### config.mk
export PLATFORM = sky130hd
export DESIGN_NAME = triplet_frame_packer
export DESIGN_NICKNAME = d
export VERILOG_FILES = /design/src/rtl/triplet_frame_packer.sv
export SDC_FILE = /design/constraint.sdc
export NUM_CORES = 1
export LEC_CHECK = 0
export ABC_CLOCK_PERIOD_IN_PS = 2250
export CAP_MARGIN = 25
export CORE_UTILIZATION = 45
export DETAILED_ROUTE_END_ITERATION = 7
export PLACE_DENSITY = 0.66
export RECOVER_POWER = 25
export REMOVE_ABC_BUFFERS = 1
export SLEW_MARGIN = 40
export SYNTH_ARGS = -nofsm -noshare
export SYNTH_HDL_FRONTEND = slang
export SYNTH_SLANG_ARGS = --single-unit
### constraint.sdc
create_clock -name clk -period 2.25 [get_ports clk]
set_clock_uncertainty 0.2 [all_clocks]
set_input_delay 0.45 -clock clk [delete_from_list [all_inputs] [get_ports clk]]
set_output_delay 0.45 -clock clk [all_outputs]
set_load 0.1 [all_outputs]
### src/rtl/triplet_frame_packer.sv
// Packs a serial bitstream MSB-first into 3-bit symbols, buffers one frame,
// then bursts the symbols back-to-back on din while count is held high.
module triplet_frame_packer #(
   parameter int MAX_SYM = 16,
   parameter int SYM_W   = 5
) (
   input  logic       clk,
   input  logic       rst,
   input  logic       bit_in,
   input  logic       bit_valid,
   input  logic       bit_last,
   output logic       bit_ready,
   output logic       count,
   output logic [2:0] din,
   output logic       frame_done,
   output logic       ovf
);

   localparam int AW = (MAX_SYM > 1) ? $clog2(MAX_SYM) : 1;
   localparam logic [SYM_W-1:0] MAX_CNT = SYM_W'(MAX_SYM);

   typedef enum logic [1:0] {ACCUM, EMIT, GAP} state_t;

   state_t           state_q, state_d;
   logic [SYM_W-1:0] wr_q, wr_d;
   logic [SYM_W-1:0] rd_q, rd_d;
   logic [1:0]       phase_q, phase_d;
   logic [1:0]       sh_q, sh_d;
   logic             bit_ready_q, bit_ready_d;
   logic             count_q, count_d;
   logic [2:0]       din_q, din_d;
   logic             frame_done_q, frame_done_d;
   logic             ovf_q, ovf_d;

   logic [2:0]       sym_mem [MAX_SYM];
   logic             we;
   logic [2:0]       sym;
   logic             accept;

   // bit_ready_q is only ever high while in ACCUM, so it alone qualifies a bit
   assign accept = bit_valid & bit_ready_q;

   // Earliest bit lands in bit2; partial symbols are left-justified, zero-padded
   always_comb begin
      sym = 3'b000;
      unique case (phase_q)
         2'd0:    sym = {bit_in, 2'b00};
         2'd1:    sym = {sh_q[0], bit_in, 1'b0};
         default: sym = {sh_q, bit_in};
      endcase
   end

   always_comb begin
      state_d      = state_q;
      wr_d         = wr_q;
      rd_d         = rd_q;
      phase_d      = phase_q;
      sh_d         = sh_q;
      we           = 1'b0;
      count_d      = 1'b0;
      din_d        = 3'b000;
      frame_done_d = 1'b0;
      ovf_d        = 1'b0;

      unique case (state_q)
         ACCUM: begin
            if (accept) begin
               sh_d = {sh_q[0], bit_in};
               if (phase_q == 2'd2 || bit_last) begin
                  phase_d = 2'd0;
                  if (wr_q == MAX_CNT) begin
                     ovf_d = 1'b1;
                     wr_d  = '0;
                  end else begin
                     we   = 1'b1;
                     wr_d = wr_q + 1'b1;
                     if (bit_last) state_d = EMIT;
                  end
               end else begin
                  phase_d = phase_q + 2'd1;
               end
            end
         end
         EMIT: begin
            if (rd_q != wr_q) begin
               count_d = 1'b1;
               din_d   = sym_mem[rd_q[AW-1:0]];
               rd_d    = rd_q + 1'b1;
            end else begin
               frame_done_d = 1'b1;
               state_d      = GAP;
            end
         end
         default: begin
            wr_d    = '0;
            rd_d    = '0;
            state_d = ACCUM;
         end
      endcase

      bit_ready_d = (state_d == ACCUM);
   end

   always_ff @(posedge clk or negedge rst) begin
      if (!rst) begin
         state_q      <= ACCUM;
         wr_q         <= '0;
         rd_q         <= '0;
         phase_q      <= 2'd0;
         sh_q         <= 2'b00;
         bit_ready_q  <= 1'b0;
         count_q      <= 1'b0;
         din_q        <= 3'b000;
         frame_done_q <= 1'b0;
         ovf_q        <= 1'b0;
      end else begin
         state_q      <= state_d;
         wr_q         <= wr_d;
         rd_q         <= rd_d;
         phase_q      <= phase_d;
         sh_q         <= sh_d;
         bit_ready_q  <= bit_ready_d;
         count_q      <= count_d;
         din_q        <= din_d;
         frame_done_q <= frame_done_d;
         ovf_q        <= ovf_d;
      end
   end

   // Buffer contents need no reset: wr/rd bound what is ever read
   always_ff @(posedge clk) begin
      if (we) sym_mem[wr_q[AW-1:0]] <= sym;
   end

   assign bit_ready  = bit_ready_q;
   assign count      = count_q;
   assign din        = din_q;
   assign frame_done = frame_done_q;
   assign ovf        = ovf_q;

endmodule

==> summary.md <==
| Metric | Value |
|---|---|
| TritonCTS buffer count | 9 |
| Worst hold start | sh_q[1] |
| FF-to-FF setup slack | 0.11 ns |
| Congestion Overflow GR | 0 |
| Layout cells sized above 1 | 26.7% |
| Critical Path Start Type | flip-flop |
| Post-synth top flop | edfxtp_1 |
| Endpoints failing setup | 0 |
| Synth Area in XOR/XNOR | 2.11% |
| Worst-path fanout max | 5 |
| CP max stage cell | dfrtp_1 |
| CORE AREA | 0.00683 mm^2 |
| Period utilisation layout | 95.2% |
| Tmin final | 2.14 ns |
| Crit path max-delay family | simple AND/OR/NAND/NOR gates |
| Starting density of the core | 46.8% |
| Clock transition at path regs | 0.08 ns |
| Power Total | 5.02 mW |
| Hold path cells | 2 |
| Cells on worst reg2reg path | 7 |
| Skew-Pair Late Insertion Delay | 0.35 ns |
| FP Rows | 30 |
| Number of setup buffers added after CTS | 0 |
| Sequential-to-total area share from yosys stat | 63.0% |
| Fin util | 56.2% |
| Crit Reg-Reg Startpoint | wr_q[0] |
| Final-stage net count | 289 |
| DRC viols | 0 |
| Most frequent cells in the layout | edfxtp_1, buf_4, nand2_1 |
| Mapped Cells | 228 |
| Mux contribution to synthesized area | 9.93% |
| Final Hold Viols | 0 |
| Netlist cell types | 43 |
| H-tree depth | 3 |
| Fin Hold WS | 0.283 ns |
| Die X | 86.3 um |
| Status | finished, final reports clean |
| Max-cap violations | 0 |
| Area growth syn-to-layout | 20.0% |
| Worst Setup End Kind | flip-flop |
| DPL Wire Length | 4240 um |
| Vias per cell | 5.09 |
| Worst vdd ir | 0.000650 V |
| Asr flop ratio synth | 32.4% |
| Leak | 1.51 nW |
| Number of flops mapped to enable cells by yosys | 48 |
| First-pass GRT wire length | 9720 um |
| Wire length per cell | 15.7 um |
| Clk buf depth | 2 |
| Routed WL | 5920 um |
| Hold buffer count at CTS | 0 |
| Post-route ant nets | 0 |
| Die height | 86.3 um |
| Critical path required time | 2.12 ns |
| Via count | 1920 |
| Design Area, Final | 0.00384 mm^2 |
| GR Util All Layers | 17.8% |
| Adder-Cell Fraction of Synth Area | 3.13% |
| Inst Count DP | 361 |
| CTS tree | done |
| Syn avg cell area | 14.0 um^2 |
| Syn. warnings | 0 |
| Top cells by area, synth | edfxtp_1, dfrtp_1, mux4_2 |
| R2R Path End | sym_mem[2][1] |
| TritonCTS Sinks | 71 |
| Worst Path Buf+Inv | 2 |
| Simple-gate share of the synthesized area | 14.0% |
| Pre-CTS WS | -0.138 ns |
| Max stage delay on crit path | 0.35 ns |
| Root Driver | clkbuf_8 |
| Vias in the first global route | 1968 |
| Complex-gate fraction of the synthesized area | 4.73% |
| Slew of the pin with the lowest slew margin | 1.32 ns |
| Synth Cell Area | 0.00320 mm^2 |
| Pwr Density | 1310 mW/mm^2 |
| Placed Area | 0.00364 mm^2 |
| CP arrival | 2.01 ns |
| Top-Level Pins | 12 |
| Non-Filler Instances | 377 |
| F_max | 0.467 GHz |
| Synth area leader | edfxtp_1 |
| Most common cell after layout, fill and taps aside | edfxtp_1 |
| Worst Hold Class | reg2reg |
| Hold Path Sink | sh_q[1] |
| Crit path cell chain | inv_1 > ha_1 > and4bb_1 > nor3_4 > nand2_1 > nor3_1 > buf_4 |
| Diode count | 0 |
| Slew Viols, Final | 0 |
| Full die area | 0.00745 mm^2 |
| Cts repair resizes | 0 |
| Total negative slack | 0 ns |
| GP Congestion | 0.758 |
| RSZ-0062 raised after global routing | true |
| Initial antenna violation count | 0 |
| First-pass DRT Iterations | 4 |
| Synth Register Bits | 71 |
| Pin count of the biggest net entering global routing | 24 |
| Top cell type's share of synthesized area | 45.0% |
| Final WS setup | 0.108 ns |
| Max_slew headroom | 11.8% |
| Port Buf Inserts | 11 |
| Starting DRT DRC Count | 95 |
| Largest family of logic cells by synthesized area | simple AND/OR/NAND/NOR gates |
| Setup CP Type | reg2reg |
## report_power, final
group          total [mW]  switching, mW  internal, mW
clock network        1.13          0.498         0.628
logic                2.07           1.25         0.818
registers            1.82          0.117          1.71
total                5.02           1.86          3.15
## synthesized netlist by cell type (5+ instances only)
| cell type | instances |
|---|---|
| mux4_2 | 11 |
| nor2b_1 | 6 |
| o21ai_0 | 5 |
| edfxtp_1 | 48 |
| nand3_1 | 6 |
| inv_1 | 8 |
| nor2_1 | 19 |
| nand2_1 | 28 |
| dfrtp_1 | 23 |
| ha_1 | 8 |
| nor3_1 | 7 |
## area by class of cell
type                    count  area [um^2]
multi-input cells         138         1090
flip-flops and latches     71         2020
repair buffers             47          364
well taps                  96          120
inverters                   9         33.8
fillers                   575         2990
clock buffers               9          124
clock inverters             7         96.3
## metal layers
| metal | global-route usage, % | routed length, um |
|---|---|---|
| met4 | 10.3 | 95 |
| met5 | 0 | 0 |
| met1 | 23.8 | 2780 |
| met3 | 3.24 | 166 |
| met2 | 27.6 | 2880 |
## state kept, by name, indices dropped and copies added (netlist names)
register    flops
sym_mem        48
rd_q            5
wr_q            5
din             3
phase_q         2
sh_q            2
state_q         2
bit_ready       1
count           1
frame_done      1
ovf             1
## cell families after synthesis
group	count (synthesis)
xor gates and xnor gates	6
DFF	71
muxes	16
and+or+nand+nor	84
AOI/OAI and AO/OA	24
adders and majority gates	8
buffers and inverters	19
## worst max path at each step
stage | start | slack, ns | to | cells past startpoint
after floorplan | bit_ready | -0.19 | sym_mem[1][0] | 4
after global placement | bit_valid | -0.11 | sym_mem[10][0] | 6
after detailed placement | bit_valid | -0.14 | sym_mem[2][0] | 6
after CTS | wr_q[1] | 0.08 | sym_mem[2][0] | 7
after global routing | wr_q[0] | -0.03 | sym_mem[2][1] | 7
final | wr_q[0] | 0.11 | sym_mem[2][1] | 7
## worst register-to-register path, delay by kind of cell, from the launching register on
kind	cells	cell delay (ns)
fa+ha+maj	1	0.25
buf+inv	2	0.24
flops	1	0.35
simple gates	4	0.84
No activity file was read; power rests on OpenSTA's default activity.
